`src/rtl/dp_pkg.sv`:
```
// Shared constants, FSM encoding and total-count check for the dot-product operand streamer.
package dp_pkg;

   localparam int ELEMENT_WIDTH = 32;
   localparam int NO_OF_UNITS   = 8;
   localparam int PKG_W         = ELEMENT_WIDTH * NO_OF_UNITS;

   typedef enum logic [2:0] {
      IDLE,
      CHECK,
      CLEAR,
      PREFETCH,
      STREAM,
      WAIT_RES,
      DONE
   } state_t;

   // A run is only meaningful for a non-empty product made of whole packages.
   function automatic logic total_ok(input logic [31:0] total, input int units);
      return (total != 32'd0) && ((total % 32'(units)) == 32'd0);
   endfunction

endpackage

```
`src/rtl/package_pacer.sv`:
```
// Paces operand packages: counts hold cycles of the current package and tracks its index.
// The advance/last_package strobes are also used by the downstream result collector.
module package_pacer #(
   parameter int HOLD_CYCLES = 2
) (
   input  logic        clk,
   input  logic        reset,
   input  logic        enable,
   input  logic [31:0] package_count,
   output logic        first,
   output logic        fetch,
   output logic        advance,
   output logic        last_package,
   output logic [31:0] index
);

   localparam int HW = (HOLD_CYCLES > 1) ? $clog2(HOLD_CYCLES) : 1;

   logic [HW-1:0] hold_cnt;

   always_ff @(posedge clk) begin
      if (reset || !enable) begin
         hold_cnt <= '0;
         index    <= '0;
      end else if (advance) begin
         hold_cnt <= '0;
         index    <= index + 32'd1;
      end else begin
         hold_cnt <= hold_cnt + 1'b1;
      end
   end

   assign advance      = enable && (hold_cnt == HW'(HOLD_CYCLES - 1));
   assign last_package = (index == package_count - 32'd1);
   assign first        = enable && (hold_cnt == '0) && (index == 32'd0);
   // Two cycles before the boundary: RAM latency plus the capture register.
   assign fetch        = enable && (hold_cnt == HW'(HOLD_CYCLES - 2)) && !last_package;

endmodule

```
`src/rtl/dot_operand_streamer.sv`:
```
// Streams one matrix row and the operand vector, package by package, into the float
// dot-product engine, then returns the engine's scalar result with done/error.
module dot_operand_streamer #(
   parameter int ELEMENT_WIDTH = dp_pkg::ELEMENT_WIDTH,
   parameter int NO_OF_UNITS   = dp_pkg::NO_OF_UNITS,
   parameter int ADDR_W        = 10,
   parameter int HOLD_CYCLES   = 2,
   parameter int TIMEOUT       = 1024
) (
   input  logic                                   clk,
   input  logic                                   reset,
   input  logic                                   start,
   input  logic [ADDR_W-1:0]                      row_base,
   input  logic [ADDR_W-1:0]                      vec_base,
   input  logic [31:0]                            total,
   output logic                                   busy,
   output logic                                   done,
   output logic                                   error,
   output logic [ELEMENT_WIDTH-1:0]               result,
   output logic                                   row_rd_en,
   output logic                                   vec_rd_en,
   output logic [ADDR_W-1:0]                      row_rd_addr,
   output logic [ADDR_W-1:0]                      vec_rd_addr,
   input  logic [ELEMENT_WIDTH*NO_OF_UNITS-1:0]   row_rd_data,
   input  logic [ELEMENT_WIDTH*NO_OF_UNITS-1:0]   vec_rd_data,
   output logic                                   dp_reset,
   output logic                                   dp_read_now,
   output logic [ELEMENT_WIDTH*NO_OF_UNITS-1:0]   dp_first_row,
   output logic [ELEMENT_WIDTH*NO_OF_UNITS-1:0]   dp_second_row,
   output logic [31:0]                            dp_total,
   input  logic [ELEMENT_WIDTH-1:0]               dp_result,
   input  logic                                   dp_finish
);

   import dp_pkg::*;

   localparam int PW        = ELEMENT_WIDTH * NO_OF_UNITS;
   localparam int LOG_UNITS = $clog2(NO_OF_UNITS);
   localparam int WCW       = $clog2(TIMEOUT + 1);

   state_t            state;
   state_t            state_nxt;
   logic              step;
   logic [WCW-1:0]    wait_cnt;
   logic              timed_out;
   logic [ADDR_W-1:0] row_base_q;
   logic [ADDR_W-1:0] vec_base_q;
   logic [ADDR_W-1:0] row_addr_last;
   logic [ADDR_W-1:0] vec_addr_last;
   logic [ADDR_W-1:0] word_off;
   logic [31:0]       total_q;
   logic              rd_en;
   logic              fetch_vld_p1;
   logic              pace_first;
   logic              pace_fetch;
   logic              pace_advance;
   logic              pace_last;
   logic [31:0]       pace_index;

   package_pacer #(
      .HOLD_CYCLES (HOLD_CYCLES)
   ) u_pacer (
      .clk           (clk),
      .reset         (reset),
      .enable        (state == STREAM),
      .package_count (total_q >> LOG_UNITS),
      .first         (pace_first),
      .fetch         (pace_fetch),
      .advance       (pace_advance),
      .last_package  (pace_last),
      .index         (pace_index)
   );

   assign timed_out = (wait_cnt == WCW'(TIMEOUT - 1));

   always_comb begin
      state_nxt   = state;
      busy        = (state != IDLE);
      done        = (state == DONE);
      dp_reset    = (state == CLEAR);
      dp_read_now = pace_first;
      rd_en       = ((state == PREFETCH) && !step) || pace_fetch;
      word_off    = '0;
      if (state == STREAM) begin
         word_off = ADDR_W'(pace_index + 32'd1);
      end
      row_rd_en   = rd_en;
      vec_rd_en   = rd_en;
      row_rd_addr = row_addr_last;
      vec_rd_addr = vec_addr_last;
      if (rd_en) begin
         row_rd_addr = row_base_q + word_off;
         vec_rd_addr = vec_base_q + word_off;
      end

      case (state)
         IDLE:     if (start) state_nxt = CHECK;
         CHECK:    state_nxt = total_ok(total_q, NO_OF_UNITS) ? CLEAR : DONE;
         CLEAR:    if (step) state_nxt = PREFETCH;
         PREFETCH: if (step) state_nxt = STREAM;
         STREAM:   if (pace_advance && pace_last) state_nxt = WAIT_RES;
         WAIT_RES: if (dp_finish || timed_out) state_nxt = DONE;
         DONE:     state_nxt = IDLE;
         default:  state_nxt = IDLE;
      endcase
   end

   always_ff @(posedge clk) begin
      if (reset) begin
         state         <= IDLE;
         step          <= 1'b0;
         wait_cnt      <= '0;
         fetch_vld_p1  <= 1'b0;
         row_base_q    <= '0;
         vec_base_q    <= '0;
         total_q       <= '0;
         dp_total      <= '0;
         error         <= 1'b0;
         result        <= '0;
         row_addr_last <= '0;
         vec_addr_last <= '0;
      end else begin
         state        <= state_nxt;
         // CLEAR and PREFETCH each last exactly two cycles.
         step         <= ((state == CLEAR) || (state == PREFETCH)) ? !step : 1'b0;
         wait_cnt     <= (state == WAIT_RES) ? wait_cnt + 1'b1 : '0;
         fetch_vld_p1 <= rd_en;

         if ((state == IDLE) && start) begin
            row_base_q <= row_base;
            vec_base_q <= vec_base;
            total_q    <= total;
            dp_total   <= total;
            error      <= 1'b0;
         end

         if ((state == CHECK) && !total_ok(total_q, NO_OF_UNITS)) begin
            error  <= 1'b1;
            result <= '0;
         end

         if (state == WAIT_RES) begin
            if (dp_finish) begin
               result <= dp_result;
               error  <= 1'b0;
            end else if (timed_out) begin
               error  <= 1'b1;
            end
         end

         if (rd_en) begin
            row_addr_last <= row_rd_addr;
            vec_addr_last <= vec_rd_addr;
         end
      end
   end

   // p1: RAM data is valid one cycle after the read; capture it only then, at the package boundary.
   always_ff @(posedge clk) begin
      if (reset || (pace_advance && pace_last)) begin
         dp_first_row  <= '0;
         dp_second_row <= '0;
      end else if (fetch_vld_p1) begin
         dp_first_row  <= row_rd_data[PW-1:0];
         dp_second_row <= vec_rd_data[PW-1:0];
      end
   end

endmodule

```
`config.mk`:
```
export PLATFORM = sky130hd
export DESIGN_NAME = dot_operand_streamer
export DESIGN_NICKNAME = d
export VERILOG_FILES = /design/src/rtl/dp_pkg.sv /design/src/rtl/package_pacer.sv /design/src/rtl/dot_operand_streamer.sv
export SDC_FILE = /design/constraint.sdc
export NUM_CORES = 1
export LEC_CHECK = 0
export ABC_AREA = 0
export BUFFER_PORTS_ARGS = -buffer_cell sky130_fd_sc_hd__buf_4
export CAP_MARGIN = 0
export CELL_PAD_IN_SITES_DETAIL_PLACEMENT = 1
export CELL_PAD_IN_SITES_GLOBAL_PLACEMENT = 1
export CORE_AREA = 3 3 468 470
export CTS_CLUSTER_DIAMETER = 80
export DETAILED_ROUTE_END_ITERATION = 16
export DIE_AREA = 0 0 471 473
export PLACE_DENSITY_LB_ADDON = 0.1
export SLEW_MARGIN = 20
export SYNTH_ARGS = -nofsm -noshare
export SYNTH_HDL_FRONTEND = slang
export SYNTH_HIERARCHICAL = 1
export SYNTH_SLANG_ARGS = --single-unit
```
`constraint.sdc`:
```
create_clock -name clk -period 7.8 [get_ports clk]
set_input_delay 0.78 -clock clk [delete_from_list [all_inputs] [get_ports clk]]
set_output_delay 0.78 -clock clk [all_outputs]
set_load 0.02 [all_outputs]
```
==> flow_summary.toml <==
[outcome]
status = "finished clean"

[final_layout]
nets = 4484
final_core_util_pct = 19.3
syn2layout_area_growth_pct = 59.9
drive_above_1_share_pct = 35.8
nFillCells = 24970
final_common_cell = "buf_4"
register_area_mm2 = 0.0133
fin_cells = 6792
final_cell_mix = "buf_4 (1216), dfxtp_1 (665), nor2_1 (634), mux2i_1 (519), nand2_1 (155)"
multi_input_area_mm2 = 0.0120

[timing]
layout_setup_ws_ps = 1780
rsz0062_at_grt = "false"
finalCritPeriodShare_pct = 77.1
hold_viol_final = 0
fin_setup_tns_ps = 0
finalClockSkew_ps = 41.0
setup_viol = 0
layout_min_cycle_time_ps = 6020
max_clock_freq_mhz = 166
worst_slew_pin_slew_ps = 1160
slew_headroom_pct = 22.7
drv_slew = 0

[global_route]
antenna_found_initial = 65
grt_pass1_vias = 25645
grt_max_degree = 131
grt_pass1_wl_mm = 228
grt_usage_pct = 14.7
grt_overflow = 0

[floorplan]
row_count = 170
core-area_mm2 = 0.215
initial_core_util_pct = 12.1
die_y_um = 473
die_width_um = 471
pin_count = 1203
die-area_mm2 = 0.223

[routing]
wl_mm = 170
drtIter0Drc = 886
num_vias = 24289
postRouteAntennaNets = 0
dr.pass1.iters = 4
drc = 0
via_per_inst = 3.58
wl_per_cell_um = 25.0

[placement]
port_buffers = 1202
place_congestion = 0.805
dp_cells = 6595
hpwl_mm = 136
pre_cts_ws_ps = 2400

[setup_path]
crit_fanout = 38
required_ps = 7020
endpoint_kind = "primary output"
timing.rr.start = "total_q[3]$_SDFFE_PP0P_"
crit_start = "total_q[3]$_SDFFE_PP0P_"
r2r_slack_ps = 2980
critical_path_class = "flip-flop to primary output"
startpoint_type = "flip-flop"
reg2reg_depth = 13
arrival_ps = 5240
crit_end = "row_rd_addr[9]"
timing.rr.end = "dp_second_row[17]$_SDFFE_PP0P_"

[synthesis]
synthCells = 2697
synth_ff_type = "dfxtp_1"
syn_avg_cell_area_um2 = 9.64
syn-cell-area_mm2 = 0.0260
ys_top_cells_by_area = "dfxtp_1 (51%), mux2i_1 (20%), nor2_1 (9.2%)"
synthArstFlopShare_pct = 0
synth_top_area_share_pct = 51.3
synth_seq_area_share_pct = 51.3
synth-edff-count = 0
synth.distinct_cells = 75
ys_ff_latch = 666
yosysWarnings = 6
yosysTopAreaCell = "dfxtp_1"

[clock_network]
cts_max_level = 3
clock_path_buffers = 3
cts.repair.resized = 0
path_clk_slew_ps = 60
numCtsBuffers = 102
cts_sinks = 666
clockRootBuffer = "clkbuf_16"
cts_tree = "yes"
clock_latency_ps = 740
hold_buffers = 0
post_cts_buffers = 0

[pwr]
leakage_nw = 16.6
peakVddDrop_uv = 173
p_per_area_mw_per_mm2 = 288
power_mw = 12.0

[flow_run]
maxCapViolCount = 0

[min_path]
hold_path_class = "input port to flip-flop"
metrics by stage:
step	hold slack (ps)	area, um2
after floorplan	430	26000
after global placement	453	38200
after detailed placement	457	38200
after CTS	166	41500
after global routing	205	41500
final	278	41600
worst min-delay path by stage:
stage               depth (start not counted)                          start  slack (ps)                         endpoint
floorplan                                   1         wait_cnt[0]$_SDFF_PP0_         430           wait_cnt[0]$_SDFF_PP0_
global placement                            2  vec_addr_last[0]$_SDFFE_PP0N_         450    vec_addr_last[0]$_SDFFE_PP0N_
detailed placement                          2  vec_addr_last[0]$_SDFFE_PP0N_         460    vec_addr_last[0]$_SDFFE_PP0N_
CTS                                         3                row_rd_data[85]         170    dp_first_row[85]$_SDFFE_PP0P_
global route                                3               vec_rd_data[188]         200  dp_second_row[188]$_SDFFE_PP0P_
finish                                      3                vec_rd_data[12]         280   dp_second_row[12]$_SDFFE_PP0P_
sequential cells by signal, summed over array words and instances (netlist names):
register	count
result	32
fetch_vld_p1	1
row_addr_last	10
dp_first_row	256
step	1
state	3
row_base_q	10
error	1
wait_cnt	11
u_pacer/hold_cnt	1
u_pacer/index	32
vec_addr_last	10
total_q	32
dp_second_row	256
vec_base_q	10
cell type report:
class,instances,share of cell area [%]
Timing Repair Buffer,1224,22.3
Sequential cell,666,32.1
Clock inverter,36,0.930
Tap cell,2838,8.54
Inverter,22,0.199
Antenna cell,16,0.0963
Clock buffer,145,6.99
Multi-Input combinational cell,1845,28.8
critical path, cell delays in order (launching register included):
cell and delay, ps:
dfxtp_1 400, inv_1 90, ha_1 350, nor4b_2 470, nand4_2 340, nor4_2 510, mux2i_1 230, a31o_2 170
a2bb2oi_1 80, a31oi_1 280, a21oi_1 100, buf_4 220, inv_2 520, o21ai_0 200, a211o_1 320, nand3_1 90
buf_4 150
cell families (layout without fill, tap and decap cells):
kind of cell / after synthesis / count (layout) / synth area share (%)
compound gates: 201 / 201 / 4.82
flops: 666 / 666 / 51.3
buf+inv: 194 / 1427 / 2.83
mux: 524 / 524 / 20.2
other cells: 1 / 25 / 0.0144
fa+ha+maj: 23 / 23 / 1.16
xor+xnor: 82 / 82 / 2.92
simple gates: 1006 / 1006 / 16.8
cells in the mapped netlist, types with 5 or more instances:
| library cell | n |
|---|---|
| nand4_1 | 19 |
| xnor2_1 | 37 |
| or3_1 | 14 |
| a21oi_1 | 89 |
| a22oi_1 | 35 |
| nand2_1 | 157 |
| a31oi_1 | 6 |
| buf_1 | 9 |
| o211ai_1 | 6 |
| mux2i_1 | 519 |
| mux2_2 | 5 |
| and2_1 | 17 |
| nor4_1 | 26 |
| nor3_1 | 24 |
| dfxtp_1 | 666 |
| o21ai_0 | 22 |
| nor2b_1 | 12 |
| nor2_1 | 634 |
| nand3_1 | 38 |
| a211oi_1 | 8 |
| and4_1 | 5 |
| ha_1 | 21 |
| or4_1 | 7 |
| clkbuf_1 | 158 |
| nand2b_1 | 8 |
| and3_1 | 11 |
| nor3b_1 | 5 |
| inv_1 | 20 |
| xor2_1 | 42 |
power breakdown:
group / switching (mW) / total (mW) / internal (mW)
Combinational: 1.94 / 3.29 / 1.35
Sequential: 0.323 / 4.09 / 3.76
Clock: 1.89 / 4.61 / 2.72
per-layer routing:
layer  vias up  global-route usage (%)  wire length (um)
met2       808                    26.0             85300
met5         -                       0               150
met3       227                    6.00             14100
met4        26                    2.58              3040
li1      11522                       -                 -
met1     11706                    16.5             67300
Power figures use the tool's default switching activity.
